<file path="src/rtl/fpu_seq_if.sv">
// Operand/result handshake bundle for fpu_seq: valid/ready on the request and response sides.
interface fpu_seq_if #(
    parameter int unsigned EXP_W = 8,
    parameter int unsigned MAN_W = 23
);
    localparam int W = EXP_W + MAN_W + 1;

    logic         in_valid;
    logic         in_ready;
    logic [W-1:0] a;
    logic [W-1:0] b;
    logic [1:0]   opcode;
    logic         out_valid;
    logic         out_ready;
    logic [W-1:0] o;
    logic [3:0]   flags;

    modport master (
        output in_valid, a, b, opcode, out_ready,
        input  in_ready, out_valid, o, flags
    );

    modport slave (
        input  in_valid, a, b, opcode, out_ready,
        output in_ready, out_valid, o, flags
    );
endinterface

</file>
<file path="src/rtl/fpu_seq.sv">
// Multi-cycle FPU (ADD/SUB/MUL/DIV, restoring divider) with valid/ready handshake and IEEE flags.
// Define FPU_SEQ_RNE_EN for round-to-nearest-even in NORM; the default build truncates.
module fpu_seq #(
    parameter int unsigned EXP_W = 8,
    parameter int unsigned MAN_W = 23
) (
    input logic      clk,
    input logic      rst_n,
    fpu_seq_if.slave bus
);
    localparam int W   = EXP_W + MAN_W + 1;
    localparam int M   = MAN_W + 1;
    localparam int AW  = M + 3;
    localparam int WM  = 2 * M;
    localparam int EW  = EXP_W + 2;
    localparam int LZW = $clog2(WM);
    localparam int NIT = MAN_W + 3;
    localparam int CW  = $clog2(NIT);
    localparam int SHW = $clog2(AW);

    localparam logic signed [EW-1:0] Bias   = EW'((1 << (EXP_W - 1)) - 1);
    localparam logic signed [EW-1:0] ExpMax = EW'((1 << EXP_W) - 1);
    localparam logic [W-1:0]         QNan   = {1'b0, {EXP_W{1'b1}}, 1'b1, {(MAN_W - 1){1'b0}}};
    localparam logic [1:0] OpAdd = 2'b00, OpSub = 2'b01, OpDiv = 2'b10, OpMul = 2'b11;

    typedef enum logic [2:0] {StIdle, StUnpack, StExec, StNorm, StDone} state_e;

    function automatic logic [W-1:0] inf_of(input logic s);
        return {s, {EXP_W{1'b1}}, {MAN_W{1'b0}}};
    endfunction

    state_e               state_q;
    logic [W-1:0]         a_q, b_q, o_q;
    logic [1:0]           op_q;
    logic [3:0]           flags_q;
    logic                 in_ready_q, out_valid_q, special_q, sign_q, sticky_q;
    logic signed [EW-1:0] exp_q;
    logic [WM-1:0]        mant_q;
    logic [M:0]           rem_q;
    logic [NIT-1:0]       quo_q;
    logic [CW-1:0]        cnt_q;

    assign bus.in_ready  = in_ready_q;
    assign bus.out_valid = out_valid_q;
    assign bus.o         = o_q;
    assign bus.flags     = flags_q;

    // Field split; exponent 0 covers subnormals, which are flushed to signed zero.
    logic                 sa, sb, za, zb, ia, ib, na, nb;
    logic [EXP_W-1:0]     ea, eb;
    logic [MAN_W-1:0]     fa, fb;
    logic [M-1:0]         ma, mb;
    logic signed [EW-1:0] ea_s, eb_s;

    assign sa   = a_q[W-1];
    assign sb   = b_q[W-1] ^ (op_q == OpSub);
    assign ea   = a_q[W-2 -: EXP_W];
    assign eb   = b_q[W-2 -: EXP_W];
    assign fa   = a_q[MAN_W-1:0];
    assign fb   = b_q[MAN_W-1:0];
    assign za   = (ea == '0);
    assign zb   = (eb == '0);
    assign ia   = (&ea) && (fa == '0);
    assign ib   = (&eb) && (fb == '0);
    assign na   = (&ea) && (fa != '0);
    assign nb   = (&eb) && (fb != '0);
    assign ma   = za ? '0 : {1'b1, fa};
    assign mb   = zb ? '0 : {1'b1, fb};
    assign ea_s = $signed({2'b00, ea});
    assign eb_s = $signed({2'b00, eb});

    logic         spec;
    logic [W-1:0] spec_o;
    logic [3:0]   spec_f;

    always_comb begin
        spec   = 1'b1;
        spec_o = '0;
        spec_f = '0;
        if (na || nb) begin
            spec_o    = QNan;
            spec_f[3] = (na && !fa[MAN_W-1]) || (nb && !fb[MAN_W-1]);
        end else begin
            unique case (op_q)
                OpAdd, OpSub: begin
                    if (ia && ib && (sa != sb)) begin
                        spec_o    = QNan;
                        spec_f[3] = 1'b1;
                    end else if (ia)       spec_o = inf_of(sa);
                    else if (ib)           spec_o = inf_of(sb);
                    else if (za && zb)     spec_o = '0;
                    else if (za)           spec_o = {sb, b_q[W-2:0]};
                    else if (zb)           spec_o = a_q;
                    else                   spec   = 1'b0;
                end
                OpMul: begin
                    if ((za && ib) || (ia && zb)) begin
                        spec_o    = QNan;
                        spec_f[3] = 1'b1;
                    end else if (ia || ib) spec_o = inf_of(sa ^ sb);
                    else if (za || zb)     spec_o = {sa ^ sb, {(W - 1){1'b0}}};
                    else                   spec   = 1'b0;
                end
                default: begin
                    if ((za && zb) || (ia && ib)) begin
                        spec_o    = QNan;
                        spec_f[3] = 1'b1;
                    end else if (ia) spec_o = inf_of(sa ^ sb);
                    else if (zb) begin
                        spec_o    = inf_of(sa ^ sb);
                        spec_f[2] = 1'b1;
                    end else if (ib || za) spec_o = {sa ^ sb, {(W - 1){1'b0}}};
                    else                   spec   = 1'b0;
                end
            endcase
        end
    end

    // ADD/SUB: larger magnitude kept, smaller shifted right with lost bits folded into bit 0.
    logic             a_big;
    logic [EXP_W-1:0] ediff;
    logic [SHW-1:0]   sh;
    logic [AW-1:0]    big_x, sml_x, sml_sh;
    logic [AW:0]      sum;
    logic [WM-1:0]    prod;

    always_comb begin
        a_big     = {ea, ma} >= {eb, mb};
        ediff     = a_big ? ea - eb : eb - ea;
        sh        = (32'(ediff) > AW - 1) ? SHW'(AW - 1) : SHW'(ediff);
        big_x     = {a_big ? ma : mb, 3'b000};
        sml_x     = {a_big ? mb : ma, 3'b000};
        sml_sh    = sml_x >> sh;
        sml_sh[0] = sml_sh[0] | (|(sml_x & ~({AW{1'b1}} << sh)));
        sum       = (sa == sb) ? {1'b0, big_x} + {1'b0, sml_sh}
                               : {1'b0, big_x} - {1'b0, sml_sh};
    end

    assign prod = {{M{1'b0}}, ma} * {{M{1'b0}}, mb};

    logic           qbit;
    logic [M:0]     rem_sub;
    logic [NIT-1:0] quo_nx;

    assign qbit    = rem_q >= {1'b0, mb};
    assign rem_sub = qbit ? rem_q - {1'b0, mb} : rem_q;
    assign quo_nx  = {quo_q[NIT-2:0], qbit};

    // mant_q carries its binary point below bit WM-2; bit WM-1 is the carry-out.
    logic [LZW-1:0]       lz;
    logic [WM-1:0]        nmant;
    logic signed [EW-1:0] nexp, rexp;
    logic                 nsticky;
    logic [MAN_W-1:0]     frac, rfrac;
    logic [W-1:0]         res;
    logic [3:0]           res_f;
`ifdef FPU_SEQ_RNE_EN
    logic                 rnd_inc;
    logic [M:0]           rmant;
    logic                 unused_norm;
    assign unused_norm = ^nmant[WM-1:WM-2];
`else
    logic                 unused_norm;
    assign unused_norm = ^{nmant[WM-1:WM-2], nmant[M-2:0], nsticky};
`endif

    always_comb begin
        lz = LZW'(WM - 1);
        for (int i = 0; i <= WM - 2; i++) begin
            if (mant_q[i]) lz = LZW'(WM - 2 - i);
        end
        if (mant_q[WM-1]) begin
            nmant   = mant_q >> 1;
            nexp    = exp_q + EW'(1);
            nsticky = sticky_q | mant_q[0];
        end else begin
            nmant   = mant_q << lz;
            nexp    = exp_q - $signed({{(EW - LZW){1'b0}}, lz});
            nsticky = sticky_q;
        end
        frac = nmant[WM-3 -: MAN_W];
`ifdef FPU_SEQ_RNE_EN
        rnd_inc = nmant[M-2] & ((|nmant[M-3:0]) | nsticky | frac[0]);
        rmant   = {2'b01, frac} + {{M{1'b0}}, rnd_inc};
        rfrac   = rmant[MAN_W-1:0];
        rexp    = rmant[M] ? nexp + EW'(1) : nexp;
`else
        rfrac = frac;
        rexp  = nexp;
`endif
        res_f = '0;
        if (mant_q == '0) begin
            res = '0;
        end else if (rexp >= ExpMax) begin
            res      = inf_of(sign_q);
            res_f[1] = 1'b1;
        end else if (rexp[EW-1] || (rexp == '0)) begin
            res      = {sign_q, {(W - 1){1'b0}}};
            res_f[0] = 1'b1;
        end else begin
            res = {sign_q, rexp[EXP_W-1:0], rfrac};
        end
    end

    always_ff @(posedge clk or negedge rst_n) begin
        if (!rst_n) begin
            state_q     <= StIdle;
            a_q         <= '0;
            b_q         <= '0;
            op_q        <= '0;
            o_q         <= '0;
            flags_q     <= '0;
            in_ready_q  <= 1'b1;
            out_valid_q <= 1'b0;
            special_q   <= 1'b0;
            sign_q      <= 1'b0;
            sticky_q    <= 1'b0;
            exp_q       <= '0;
            mant_q      <= '0;
            rem_q       <= '0;
            quo_q       <= '0;
            cnt_q       <= '0;
        end else begin
            unique case (state_q)
                StIdle: begin
                    if (bus.in_valid) begin
                        a_q        <= bus.a;
                        b_q        <= bus.b;
                        op_q       <= bus.opcode;
                        flags_q    <= '0;
                        in_ready_q <= 1'b0;
                        state_q    <= StUnpack;
                    end
                end
                StUnpack: begin
                    special_q <= spec;
                    sticky_q  <= 1'b0;
                    cnt_q     <= '0;
                    quo_q     <= '0;
                    rem_q     <= {1'b0, ma};
                    if (spec) begin
                        // Specials skip EXEC; NORM leaves this result untouched.
                        o_q     <= spec_o;
                        flags_q <= spec_f;
                        state_q <= StNorm;
                    end else begin
                        unique case (op_q)
                            OpAdd, OpSub: begin
                                sign_q <= a_big ? sa : sb;
                                exp_q  <= a_big ? ea_s : eb_s;
                            end
                            OpMul: begin
                                sign_q <= sa ^ sb;
                                exp_q  <= ea_s + eb_s - Bias;
                            end
                            default: begin
                                sign_q <= sa ^ sb;
                                exp_q  <= ea_s - eb_s + Bias;
                            end
                        endcase
                        state_q <= StExec;
                    end
                end
                StExec: begin
                    if (op_q == OpDiv) begin
                        rem_q <= {rem_sub[M-1:0], 1'b0};
                        quo_q <= quo_nx;
                        cnt_q <= cnt_q + CW'(1);
                        if (cnt_q == CW'(NIT - 1)) begin
                            mant_q   <= {1'b0, quo_nx, {(WM - 1 - NIT){1'b0}}};
                            sticky_q <= (rem_sub != '0);
                            state_q  <= StNorm;
                        end
                    end else begin
                        mant_q  <= (op_q == OpMul) ? prod : {sum, {(WM - AW - 1){1'b0}}};
                        state_q <= StNorm;
                    end
                end
                StNorm: begin
                    if (!special_q) begin
                        o_q     <= res;
                        flags_q <= res_f;
                    end
                    out_valid_q <= 1'b1;
                    state_q     <= StDone;
                end
                StDone: begin
                    if (bus.out_ready) begin
                        out_valid_q <= 1'b0;
                        in_ready_q  <= 1'b1;
                        state_q     <= StIdle;
                    end
                end
                default: state_q <= StIdle;
            endcase
        end
    end
endmodule

</file>
<file path="src/flat_wrapper.sv">
// flat-port wrapper written by rule: the top's interface ports become plain ports
module fpu_seq_flat 
#(
    parameter int unsigned EXP_W = 8,
    parameter int unsigned MAN_W = 23
)
  (clk, rst_n, bus_in_valid, bus_a, bus_b, bus_opcode, bus_out_ready, bus_in_ready, bus_out_valid, bus_o, bus_flags);
  fpu_seq_if #(.EXP_W(EXP_W), .MAN_W(MAN_W)) bus_i ();
  input logic clk;
  input logic rst_n;
  input wire logic [$bits(bus_i.in_valid)-1:0] bus_in_valid;
  input wire logic [$bits(bus_i.a)-1:0] bus_a;
  input wire logic [$bits(bus_i.b)-1:0] bus_b;
  input wire logic [$bits(bus_i.opcode)-1:0] bus_opcode;
  input wire logic [$bits(bus_i.out_ready)-1:0] bus_out_ready;
  output wire logic [$bits(bus_i.in_ready)-1:0] bus_in_ready;
  output wire logic [$bits(bus_i.out_valid)-1:0] bus_out_valid;
  output wire logic [$bits(bus_i.o)-1:0] bus_o;
  output wire logic [$bits(bus_i.flags)-1:0] bus_flags;
  assign bus_i.in_valid = bus_in_valid;
  assign bus_i.a = bus_a;
  assign bus_i.b = bus_b;
  assign bus_i.opcode = bus_opcode;
  assign bus_i.out_ready = bus_out_ready;
  assign bus_in_ready = bus_i.in_ready;
  assign bus_out_valid = bus_i.out_valid;
  assign bus_o = bus_i.o;
  assign bus_flags = bus_i.flags;
  fpu_seq #(.EXP_W(EXP_W), .MAN_W(MAN_W)) u_core (.clk(clk), .rst_n(rst_n), .bus(bus_i));
endmodule
</file>
<file path="config.mk">
export PLATFORM = sky130hd
export DESIGN_NAME = fpu_seq_flat
export DESIGN_NICKNAME = d
export VERILOG_FILES = /design/src/rtl/fpu_seq_if.sv /design/src/rtl/fpu_seq.sv /design/src/flat_wrapper.sv
export SDC_FILE = /design/constraint.sdc
export NUM_CORES = 2
export LEC_CHECK = 0
export ABC_CLOCK_PERIOD_IN_PS = 22200
export CAP_MARGIN = 30
export CELL_PAD_IN_SITES_DETAIL_PLACEMENT = 1
export CELL_PAD_IN_SITES_GLOBAL_PLACEMENT = 1
export CORE_ASPECT_RATIO = 1.5
export CORE_MARGIN = 8
export CORE_UTILIZATION = 25
export CTS_CLUSTER_DIAMETER = 120
export DETAILED_ROUTE_END_ITERATION = 7
export DONT_BUFFER_PORTS = 1
export PLACE_DENSITY_LB_ADDON = 0.12
export SYNTH_ARGS = -nofsm -noshare
export SYNTH_HDL_FRONTEND = slang
export SYNTH_SLANG_ARGS = --single-unit
</file>
<file path="constraint.sdc">
create_clock -name clk -period 22.2 [get_ports clk]
set_clock_uncertainty 0.15 [all_clocks]
set_input_delay 2.22 -clock clk [delete_from_list [all_inputs] [get_ports clk]]
set_output_delay 2.22 -clock clk [all_outputs]
set_load 0.05 [all_outputs]
</file>
==> results.yml <==
run_status:
  status: "complete, no violations"
timing:
  rsz0062_at_grt: "false"
  worst_pin_slew_ns: 1.09
  max_freq_mhz: 81.5
  finalSetupTns_ns: 0
  hold_viol_final: 0
  fin_crit_sh: 0.553
  slew_violations: 0
  setup_viol: 0
  finalCriticalPeriod_ns: 12.27
  slew_headroom: 0.268
setup_path:
  crit_fanout: 87
  critPathRequiredTime_ns: 22.55
  end_kind: "flip-flop"
  crit_type: "flip-flop to flip-flop"
  crit_slowest_cell: "buf_4"
  critPathLaunchType: "flip-flop"
  cp.arrival_ns: 12.62
  crit_top_cell: "o21ai_0"
  reg2reg_depth: 41
  max_stage_delay_ns: 0.71
clock_tree:
  htreeDepth: 2
  numCtsBuffers: 35
  clock_latency_ns: 0.62
  postCtsSetupBuffers: 0
  ctsHoldBuffers: 0
  root_buffer: "clkbuf_16"
  cts.sinks: 222
  cts_max_path_buffers: 3
  cts_tree: "done"
  ctsResizeCount: 0
  cts.reportedPaths.clkPinSlew_ns: 0.06
route:
  dr.pass1.iters: 5
  via_per_inst: 5.29
  drt_iter0_markers: 2405
  ant_nets: 0
  drc_errors: 0
  vias: 38900
  wirelength_microns: 228000
  wire_per_inst_microns: 30.9
logic_synthesis:
  synthCells: 5236
  synth_warnings: 0
  async_reset_ff_frac: 1.00
  avgSynthCellArea_sq_um: 7.97
  synth-seq-area-share: 0.133
  yosys.area.top_type: "fa_1"
  yosys.area.top_type_share: 0.234
  synth_edf_count: 0
  synthTopCellsByArea: "fa_1 23%, dfrtp_1 13%, ha_1 10%"
  synth-seq-cells: 222
  synthFlopType: "dfrtp_1"
  synthesis.area_sq_mm: 0.0418
  ys_types: 98
  syn_nets: 6128
global_route:
  grt_overflow: 0
  grt_pass1_vias: 42000
  grt_pass1_wl_microns: 323000
  antenna_found_initial: 22
  grt_max_degree: 223
  grt_usage: 0.248
layout:
  drive_gt1_frac: 0.0671
  area_growth_pct: 9.59
  layout.nets: 5996
worst_hold_path:
  whs_path_depth: 2
  hp-class: "flip-flop to flip-flop"
run:
  cap_violations: 0
floorplan:
  fp-row-count: 183
  die_w_microns: 350
  start_util: 0.252
  die_area_sq_mm: 0.181
  coreArea_sq_mm: 0.166
  ios: 108
  die_h_microns: 517
place:
  io_buffers: 0
  dp_hpwl_microns: 182000
  gp_congestion: 0.965
[cell families (layout without fill, tap and decap cells)]
logic type,Yosys count,in the layout,share of synthesized area
and+or+nand+nor,1718,1718,0.185
AOI/OAI and AO/OA,1133,1133,0.178
buffers and inverters,1014,908,0.0926
adders and majority gates,822,822,0.334
DFF,222,222,0.133
muxes,206,206,0.0520
xor gates and xnor gates,121,121,0.0254
other,0,10,0
[state kept, by name, indices dropped and copies added, names as in the netlist]
register,count
u_core.bus.out_valid,1
u_core.quo_q,25
u_core.exp_q,10
u_core.special_q,1
u_core.mant_q,48
u_core.op_q,2
u_core.b_q,32
u_core.sign_q,1
u_core.cnt_q,5
u_core.bus.flags,4
u_core.state_q,3
u_core.a_q,32
u_core.bus.in_ready,1
u_core.rem_q,25
u_core.bus.o,32
[metrics by stage]
step                utilization  hold slack, ns  cell area, sq um  cells  worst slack [ns]
floorplan                     -           0.300             41800   5236             13.08
global placement          0.268           0.324             44500   7282             10.29
detailed placement        0.269           0.330             44500   7287             10.07
CTS                       0.276           0.338             45700   7350             10.09
global route              0.276           0.366             45700   7351              9.22
finish                    0.276           0.336             45800   7360              9.93
[synth_stat cells (54+ instances only)]
master / n
clkbuf_1: 269
xnor2_1: 78
dfrtp_1: 221
mux2_2: 63
mux2i_1: 138
nand2_1: 773
nor3_1: 92
a21o_1: 54
nor2_1: 354
fa_1: 488
ha_1: 334
nand3_1: 120
inv_1: 689
a21oi_1: 295
and3_1: 150
o21ai_0: 277
[cell type report]
type / instances / area, sq um
Antenna cell: 10 / 25.0
Clock inverter: 14 / 173
Multi-Input combinational cell: 4000 / 32500
Inverter: 696 / 2610
Sequential cell: 222 / 5560
Timing Repair Buffer: 149 / 1120
Clock buffer: 49 / 1030
Tap cell: 2220 / 2780
Fill cell: 19800 / 120000
[metal layers]
metal	share of wire	up-vias	track usage
li1	-	17300	-
met3	0.040	378	0.0273
met4	0.059	10	0.120
met5	0.00031	-	0
met1	0.39	20200	0.288
met2	0.51	1034	0.450
[cells in the final DEF, fill, tap and decap left out, drive strengths merged, types with 50 or more instances in the layout]
master,n
mux2,66
nor2,354
nor3,92
nand3,120
o21ai,284
inv,695
a21oi,297
nand2,773
and3,150
a21o,54
and2,50
mux2i,138
dfrtp,221
ha,334
xnor2,78
fa,488
buf,149
[critical path: cells and delay by family (launching register included)]
kind | cells | cell delay (ns)
AO/OA/AOI/OAI | 23 | 5.59
adder cells (fa/ha/maj) | 3 | 1.09
buffers and inverters | 5 | 1.92
flip-flops | 1 | 0.55
multiplexers | 1 | 0.33
AND/OR/NAND/NOR | 9 | 2.42
[worst paths after layout]
path / from / end / slack [ns]
worst max-delay path: u_core.b_q[24] / u_core.mant_q[45] / 9.93
worst min-delay path: u_core.quo_q[2] / u_core.quo_q[3] / 0.34
worst max register to register: u_core.b_q[24] / u_core.mant_q[45] / 9.93
worst min register to register: u_core.quo_q[2] / u_core.quo_q[3] / 0.34
max in group asynchronous: rst_n / u_core.mant_q[14] / 20.14
min in group asynchronous: rst_n / u_core.rem_q[21] / 1.16
Power is not shown: default switching activity piles up to over one toggle a cycle in this logic, so the estimate is an artifact.
